File: src/rtl/traffic_pkg.sv
// Shared types for the two-road phase controller: state encoding and lamp patterns.
package traffic_pkg;

  typedef enum logic [2:0] {
    IDLE   = 3'd0,
    MAIN_G = 3'd1,
    MAIN_Y = 3'd2,
    RED1   = 3'd3,
    SIDE_G = 3'd4,
    SIDE_Y = 3'd5,
    RED2   = 3'd6,
    FLASH  = 3'd7
  } state_t;

  // Lamp vectors are {red, yellow, green}
  localparam logic [2:0] LAMP_R   = 3'b100;
  localparam logic [2:0] LAMP_Y   = 3'b010;
  localparam logic [2:0] LAMP_G   = 3'b001;
  localparam logic [2:0] LAMP_OFF = 3'b000;

endpackage

File: src/rtl/tlc_dwell_timer.sv
// Loadable down-counter used to time phase dwell; holds at zero until reloaded.
module tlc_dwell_timer #(
  parameter int CNT_W = 8
) (
  input  logic             clk,
  input  logic             reset,
  input  logic             load,
  input  logic [CNT_W-1:0] load_val,
  output logic [CNT_W-1:0] value,
  output logic             zero
);

  logic [CNT_W-1:0] cnt_reg;

  always_ff @(posedge clk) begin
    if (!reset) begin
      cnt_reg <= '0;
    end else if (load) begin
      cnt_reg <= load_val;
    end else if (cnt_reg != '0) begin
      cnt_reg <= cnt_reg - 1'b1;
    end
  end

  assign value = cnt_reg;
  assign zero  = (cnt_reg == '0);

endmodule

File: src/rtl/traffic_light_phase_ctrl.sv
// Main/side intersection controller: timed phases, all-red clearance, pedestrian
// early termination of main green, and a blinking flash mode entered from all-red.
module traffic_light_phase_ctrl
  import traffic_pkg::*;
#(
  parameter int CNT_W      = 8,
  parameter int GREEN_CYC  = 20,
  parameter int MIN_GREEN  = 8,
  parameter int YELLOW_CYC = 4,
  parameter int ALLRED_CYC = 2,
  parameter int FLASH_HALF = 5
) (
  input  logic       clk,
  input  logic       reset,
  input  logic       ped_req,
  input  logic       flash_mode,
  output logic [2:0] main_rgy,
  output logic [2:0] side_rgy,
  output logic       walk,
  output logic       ped_pending,
  output logic [2:0] phase
);

  if (CNT_W < 1 || GREEN_CYC < 1 || MIN_GREEN < 1 || YELLOW_CYC < 1 ||
      ALLRED_CYC < 1 || FLASH_HALF < 1 || MIN_GREEN > GREEN_CYC ||
      GREEN_CYC > 2**CNT_W || YELLOW_CYC > 2**CNT_W ||
      ALLRED_CYC > 2**CNT_W || FLASH_HALF > 2**CNT_W) begin : g_param_err
    $error("traffic_light_phase_ctrl: illegal timing parameters");
  end

  localparam logic [CNT_W-1:0] GREEN_LD  = CNT_W'(GREEN_CYC - 1);
  localparam logic [CNT_W-1:0] YELLOW_LD = CNT_W'(YELLOW_CYC - 1);
  localparam logic [CNT_W-1:0] ALLRED_LD = CNT_W'(ALLRED_CYC - 1);
  localparam logic [CNT_W-1:0] FLASH_LD  = CNT_W'(FLASH_HALF - 1);
  // Counter value at or below which MIN_GREEN cycles of main green have elapsed
  localparam logic [CNT_W-1:0] EARLY_THR = CNT_W'(GREEN_CYC - MIN_GREEN);

  state_t           state_reg, state_next;
  logic             ped_reg, ped_next;
  logic             toggle_reg, toggle_next;
  logic             tmr_load;
  logic [CNT_W-1:0] tmr_load_val;
  logic [CNT_W-1:0] tmr_value;
  logic             tmr_zero;

  tlc_dwell_timer #(.CNT_W(CNT_W)) u_timer (
    .clk      (clk),
    .reset    (reset),
    .load     (tmr_load),
    .load_val (tmr_load_val),
    .value    (tmr_value),
    .zero     (tmr_zero)
  );

  always_comb begin
    state_next   = state_reg;
    toggle_next  = toggle_reg;
    tmr_load     = 1'b0;
    tmr_load_val = '0;
    case (state_reg)
      IDLE:   state_next = MAIN_G;
      MAIN_G: if (tmr_zero || (ped_reg && tmr_value <= EARLY_THR)) state_next = MAIN_Y;
      MAIN_Y: if (tmr_zero) state_next = RED1;
      RED1:   if (tmr_zero) state_next = flash_mode ? FLASH : SIDE_G;
      SIDE_G: if (tmr_zero) state_next = SIDE_Y;
      SIDE_Y: if (tmr_zero) state_next = RED2;
      RED2:   if (tmr_zero) state_next = flash_mode ? FLASH : MAIN_G;
      FLASH: begin
        if (!flash_mode) begin
          state_next = RED2;
        end else if (tmr_zero) begin
          toggle_next  = ~toggle_reg;
          tmr_load     = 1'b1;
          tmr_load_val = FLASH_LD;
        end
      end
      default: state_next = IDLE;
    endcase

    // Every state entry reloads the dwell; the flash toggle restarts lit
    if (state_next != state_reg) begin
      tmr_load    = 1'b1;
      toggle_next = (state_next == FLASH);
      case (state_next)
        MAIN_G, SIDE_G: tmr_load_val = GREEN_LD;
        MAIN_Y, SIDE_Y: tmr_load_val = YELLOW_LD;
        RED1, RED2:     tmr_load_val = ALLRED_LD;
        FLASH:          tmr_load_val = FLASH_LD;
        default:        tmr_load_val = '0;
      endcase
    end
  end

  always_comb begin
    ped_next = ped_reg;
    if (state_next == SIDE_G && state_reg != SIDE_G) begin
      ped_next = 1'b0;
    end else if (ped_req && state_reg != SIDE_G) begin
      ped_next = 1'b1;
    end
  end

  always_ff @(posedge clk) begin
    if (!reset) begin
      state_reg  <= IDLE;
      ped_reg    <= 1'b0;
      toggle_reg <= 1'b0;
    end else begin
      state_reg  <= state_next;
      ped_reg    <= ped_next;
      toggle_reg <= toggle_next;
    end
  end

  always_comb begin
    main_rgy = LAMP_R;
    side_rgy = LAMP_R;
    walk     = 1'b0;
    case (state_reg)
      IDLE: begin
        main_rgy = LAMP_OFF;
        side_rgy = LAMP_OFF;
      end
      MAIN_G: main_rgy = LAMP_G;
      MAIN_Y: main_rgy = LAMP_Y;
      SIDE_G: begin
        side_rgy = LAMP_G;
        walk     = 1'b1;
      end
      SIDE_Y: side_rgy = LAMP_Y;
      FLASH: begin
        main_rgy = {1'b0, toggle_reg, 1'b0};
        side_rgy = {toggle_reg, 2'b00};
      end
      default: ;
    endcase
  end

  assign ped_pending = ped_reg;
  assign phase       = state_reg;

  a_no_conflict: assert property (@(posedge clk) disable iff (!reset)
    !((|main_rgy[1:0]) && (|side_rgy[1:0])));

endmodule

File: config.mk
export PLATFORM = sky130hd
export DESIGN_NAME = traffic_light_phase_ctrl
export DESIGN_NICKNAME = d
export VERILOG_FILES = /design/src/rtl/traffic_pkg.sv /design/src/rtl/tlc_dwell_timer.sv /design/src/rtl/traffic_light_phase_ctrl.sv
export SDC_FILE = /design/constraint.sdc
export NUM_CORES = 1
export LEC_CHECK = 0
export ABC_AREA = 0
export BUFFER_PORTS_ARGS = -buffer_cell sky130_fd_sc_hd__buf_2
export CAP_MARGIN = 0
export CORE_MARGIN = 2
export CORE_UTILIZATION = 50
export CTS_BUF_LIST = sky130_fd_sc_hd__clkbuf_8 sky130_fd_sc_hd__clkbuf_16
export DETAILED_ROUTE_END_ITERATION = 7
export PLACE_DENSITY = 0.72
export SYNTH_ARGS = -nofsm -noshare
export SYNTH_HDL_FRONTEND = slang
export SYNTH_SLANG_ARGS = --single-unit
File: constraint.sdc
create_clock -name clk -period 2.2 [get_ports clk]
set_input_delay 0.22 -clock clk [delete_from_list [all_inputs] [get_ports clk]]
set_output_delay 0.22 -clock clk [all_outputs]
set_load 0.05 [all_outputs]
==> flow_metrics.tcl, run 1 <==
set metrics [dict create \
    status "finished clean" \
    die_w_um 47.2 \
    report.final.hold_viol_count 0 \
    synth-async-reset-ratio_pct 0 \
    clock_latency_ns 0.25 \
    crit_type "reg2reg" \
    die_area_um2 2220 \
    reg2reg_slack_ns 0.28 \
    final_cell_count_no_fill 156 \
    routed_wl_um 2180 \
    initial_core_util_pct 53.3 \
    synthTopCellsByCount "nor2_1 (14), dfxtp_1 (13), nand2_1 (7)" \
    setup_viol 0 \
    drc 0 \
    num_vias 898 \
    clock_sinks 13 \
    ctsLongestPathBuffers 2 \
    required_ns 2.36 \
    synth.area.top_cells "dfxtp_1 (28%), nor2_1 (5.6%), xnor2_1 (5.6%)" \
    slew_violations 0 \
    netlist_instances 117 \
    hpwl_um 1610 \
    p_leak_nw 0.444 \
    yosys.area_share.simple_pct 29.3 \
    finalCriticalPeriod_ns 1.92 \
    place.gp.congestion 0.838 \
    synth_fp_nets 123 \
    fmax_mhz 521 \
    via_per_inst 5.76 \
    area_growth_pct 14.7 \
    worstPathMaxFanout 11 \
    synth-adder-area-share_pct 2.69 \
    cts_htree_levels 1 \
    ys.flop_type "dfxtp_1" \
    gr-usage-all-layers_pct 23.8 \
    yosysTopAreaCell "dfxtp_1" \
    ioPinCount 15 \
    worst_ep_arrival_time_ns 2.08 \
    critical_path.endpoint_type "flop" \
    netlist_area_um2 931 \
    largest_register_ffs 8 \
    coreArea_um2 1750 \
    syn-mean-instance-area_um2 7.96 \
    antenna_cells 0 \
    hold_slack_ns 0.229 \
    timing.hold.worst.class "in2reg" \
    totalPowerFinal_mw 1.73 \
    rsz0062_at_grt "false" \
    cts.clk_slew.worst_paths_ns 0.06 \
    detail_route.iter0.violations 33 \
    detail-route-antenna-nets 0 \
    cts_setup_buffers 0 \
    fin_crit_sh_pct 87.2 \
    grt_pass1_wl_um 3640 \
    synth_top_family_by_area "simple AND/OR/NAND/NOR gates" \
    drive_gt1_share_pct 23.7 \
    relSlewSlack_pct 62.8 \
    synth_edf_count 0 \
    antenna_found_initial 0 \
    ctsHoldBuffers 0 \
    ys_seq_area_share_pct 28.0 \
    grt_max_degree 14 \
    wire_per_inst_um 14.0 \
    grt_overflow 0 \
    cts_tree "built" \
    final_nets 138 \
    numCtsBuffers 3 \
    synth_xor_xnor_area_share_pct 7.53 \
    drv_cap 0 \
    first_pass_iters 4 \
    place.port_buffers 14 \
    synthDistinctLibCells 46 \
    ys_seq_elements 13 \
    synthMuxAreaShare_pct 0 \
    synth_compound_area_share_pct 25.5 \
    worstSetupStartpointType "flop" \
    finClkSkew_ns 0.00242 \
    peakVddDrop_v 0.000773 \
    grt_pass1_vias 777 \
    clockRootBuffer "clkbuf_8" \
    yosysWarnings 0 \
    cts_resized 0 \
    worst_slew_pin_slew_ns 0.544 \
    synth.most_common_cell "nor2_1" \
    die_h_um 47.2 \
    dp_cells 152 \
    synth_top_area_share_pct 28.0 \
    power_density_nw_per_um2 1620 \
    fp-row-count 15 \
]
## final timing paths
check,startpoint,to,depth (start not counted)
max,u_timer.value[0],u_timer.value[4],6
min,reset,phase[2],2
max reg2reg,u_timer.value[0],u_timer.value[4],6
min reg2reg,toggle_reg,toggle_reg,2
## kinds of logic (layout without fill, tap and decap cells)
kind of cell             Yosys count  in the layout
AO/OA/AOI/OAI                     33             33
XOR/XNOR                           8              8
adder cells (fa/ha/maj)            2              2
buffers and inverters             12             26
flip-flops                        13             13
AND/OR/NAND/NOR                   49             49
## critical path, cell delays in order, from the launching register on
cell     delay, ns
dfxtp_1       0.34
inv_1         0.08
ha_1          0.26
and3_1        0.29
or3_2         0.50
a21o_1        0.25
o32ai_1       0.11
## layout by cell type (no fill, tap or decap), drive strengths merged, types with 2 or more instances in the layout
master	count
o31ai	2
a21boi	2
a31oi	2
nor3	5
nand2	8
buf	16
inv	7
nor2	14
o21a	2
nand3	4
dfxtp	13
nand2b	3
o211ai	2
a21oi	4
ha	2
xor2	2
nand4	2
nor4	3
nor2b	2
or2	2
o21ai	6
xnor2	6
clkbuf	3
a211oi	2
or3	2
o22ai	2
a32oi	2
## stage by stage
stage          area [um^2]  setup TNS [ns]  worst slack, ns  util, %
6_report              1070               0            0.282     61.1
5_1_grt               1070               0            0.172     61.1
4_1_cts               1070               0            0.299     61.1
3_5_place_dp          1020               0            0.323     58.6
3_3_place_gp          1020               0            0.363     58.6
2_1_floorplan          948         -0.0916          -0.0916        -
## layer usage
metal | GRT usage, % | part of all wire [%] | up-vias
met3 | 9.23 | 6.8 | 7
met2 | 32.9 | 44 | 32
met4 | 9.44 | 1.7 | 0
met5 | 0 | 0 | -
li1 | - | - | 451
met1 | 33.2 | 47 | 408
## where the power goes
part           total, mW  switching (mW)  internal (mW)
Clock              0.216          0.0923          0.124
Sequential         0.435           0.119          0.317
Combinational       1.08           0.671          0.406
## cell type report
type / count / area [um^2]
Tap cell: 25 / 31.3
Clock buffer: 3 / 41.3
Multi-Input combinational cell: 92 / 622
Sequential cell: 13 / 262
Fill cell: 168 / 678
Timing Repair Buffer: 16 / 85.1
Clock inverter: 1 / 3.75
Inverter: 6 / 22.5
(Power assumes the default switching activity.)
==> run 2, diff against run 1 <==
--- a/config.mk
+++ b/config.mk
@@ -7,3 +7,3 @@
 export LEC_CHECK = 0
-export ABC_AREA = 0
+export ABC_AREA = 1
 export BUFFER_PORTS_ARGS = -buffer_cell sky130_fd_sc_hd__buf_2
@@ -18 +18,2 @@
 export SYNTH_SLANG_ARGS = --single-unit
+export TNS_END_PERCENT = 1
==> constraint.sdc (replaced) <==
create_clock -name clk -period 2.2 [get_ports clk]
set_input_delay 0.11 -clock clk [delete_from_list [all_inputs] [get_ports clk]]
set_output_delay 0.11 -clock clk [all_outputs]
set_load 0.05 [all_outputs]
==> run 2 against run 1 <==
Compared with the run above: non-clock buffer count fell by 2; flip-flop and latch count did not move; via count fell by 6.5%; final area rose by 5.6%; critical endpoint is now u_timer.value[1].
==> flow_metrics.tcl, run 2 <==
set metrics [dict create \
    status "finished clean" \
    hp-start "reset" \
    finClkSkew_ns 0.00345 \
    setup_viol 0 \
    netlist_area_um2 982 \
    grt_pass1_wl_um 3360 \
    detail_route.iter0.violations 10 \
    timing.hold.worst.class "in2reg" \
    worst_slew_pin_slew_ns 0.477 \
    cts_htree_levels 1 \
    ctsLongestPathBuffers 2 \
    layout_common_cells "nand2_1 (14), buf_2 (14), dfxtp_1 (13), inv_1 (11)" \
    syn-mean-instance-area_um2 7.73 \
    crit_type "reg2reg" \
    critical_path.endpoint_type "flop" \
    crit_start "phase[1]" \
    required_ns 2.37 \
    synthDistinctLibCells 29 \
    hold_slack_ns 0.117 \
    use_met1_pct 23.1 \
    routed_wl_um 1910 \
    wire_per_inst_um 11.2 \
    die_area_um2 2330 \
    worstPathMaxFanout 9 \
    fin_setup_tns_ns 0 \
    cts_setup_buffers 0 \
    final_cell_count_no_fill 170 \
    synth.area.top_cells "dfxtp_1 (26%), nand2_2 (6.4%), nand2_1 (5.4%)" \
    area_growth_pct 14.8 \
    die_h_um 48.3 \
    place.gp.congestion 0.863 \
    drc 0 \
    rr_startpoint "phase[1]" \
    fin_crit_sh_pct 85.2 \
    coreArea_um2 1900 \
    clockRootBuffer "clkbuf_8" \
    cts_resized 0 \
    cts_tree "built" \
    largest_register_ffs 8 \
    drv_cap 0 \
    relSlewSlack_pct 68.1 \
    synth.most_common_cell "nand2_1" \
    synth_fp_nets 133 \
    clock_sinks 13 \
    gr-usage-all-layers_pct 18.2 \
    grt_pass1_vias 780 \
    grtUsageMet3_pct 4.63 \
    ctsHoldBuffers 0 \
    slew_violations 0 \
    synthTopCellsByCount "nand2_1 (14), dfxtp_1 (13), inv_1 (10), nand2_2 (10), nor2_1 (10)" \
    place.port_buffers 14 \
    drive_gt1_share_pct 39.2 \
    num_vias 840 \
    ioPinCount 15 \
    detail-route-antenna-nets 0 \
    rsz0062_at_grt "false" \
    ys.flop_type "dfxtp_1" \
    worst_ep_arrival_time_ns 2.04 \
    finalCriticalPeriod_ns 1.87 \
    fillers 172 \
    initial_core_util_pct 51.6 \
    yosysTopAreaCell "dfxtp_1" \
    antenna_found_initial 0 \
    synth_top_area_share_pct 26.5 \
    synth-async-reset-ratio_pct 0 \
    clock_latency_ns 0.24 \
    worstSetupStartpointType "flop" \
    report.final.hold_viol_count 0 \
    grt_overflow 0 \
    synth_edf_count 0 \
    netlist_instances 127 \
    ys_seq_area_share_pct 26.5 \
    use_met2_pct 29.9 \
    die_w_um 48.3 \
    grt_max_degree 13 \
    numCtsBuffers 3 \
    fp-row-count 16 \
    fmax_mhz 534 \
    antenna_cells 0 \
    busiest_layer "met2" \
    final_nets 150 \
    via_per_inst 4.94 \
    cts.clk_slew.worst_paths_ns 0.05 \
    hpwl_um 1530 \
    yosysWarnings 0 \
    ys_seq_elements 13 \
    first_pass_iters 4 \
    dp_cells 166 \
]
## run 2: changes by cell type in the layout (fill, tap and decap cells not counted), moves of 5 or more
cell,change
inv_2,+6
nand2_1,+7
nand2_2,+10
nor3_1,+6
xnor2_1,-5
## run 2: area by class of cell
cell class	instances	area (um^2)	share of cell area [%]
clock inverters	1	3.75	0.333
well taps	27	33.8	3.00
flip-flops and latches	13	260	23.1
multi-input cells	95	654	58.0
repair buffers	14	70.1	6.22
inverters	17	63.8	5.66
clock buffers	3	41.3	3.66
## run 2: cell families after synthesis
kind of cell | count (synthesis) | synth area share [%]
flops | 13 | 26.5
compound gates | 15 | 9.81
simple gates | 71 | 47.5
fa+ha+maj | 2 | 2.55
buf+inv | 19 | 7.39
xor+xnor | 7 | 6.24
## run 2: final timing paths
kind                 endpoint  slack [ns]  cells after the start
max          u_timer.value[1]        0.33                     10
min                toggle_reg        0.12                      2
max reg2reg  u_timer.value[1]        0.33                     10
min reg2reg       ped_pending        0.54                      2
## run 2: per-layer routing
layer  wire length [um]  up-vias  part of all wire (%)
li1                   -      448                     -
met1                934      373                    49
met2                858       15                    45
met3                 74        4                   3.9
met4                 37        0                   1.9
met5                  0        -                     0
## run 2: worst max-delay path, cell delays in order (launching register included)
cell and delay (ns):
dfxtp_1 0.57, inv_2 0.12, nor2_1 0.18, nand2_1 0.11
nand2_2 0.10, nor2_4 0.05, nand4_1 0.16, nand3_4 0.13
nor2_4 0.17, nand2_2 0.07, a21oi_2 0.13
## run 2: metrics by stage
| stage | area [um^2] | setup slack, ns | utilization (%) |
|---|---|---|---|
| after CTS | 1130 | 0.341 | 59.3 |
| after floorplan | 987 | 0.0531 | - |
| after detailed placement | 1080 | 0.359 | 56.9 |
| final | 1130 | 0.326 | 59.3 |
| after global placement | 1080 | 0.377 | 56.9 |
| after global routing | 1130 | 0.128 | 59.3 |
Power of run 2 is not shown: default switching activity piles up to over one toggle a cycle in this logic, so the estimate is an artifact.
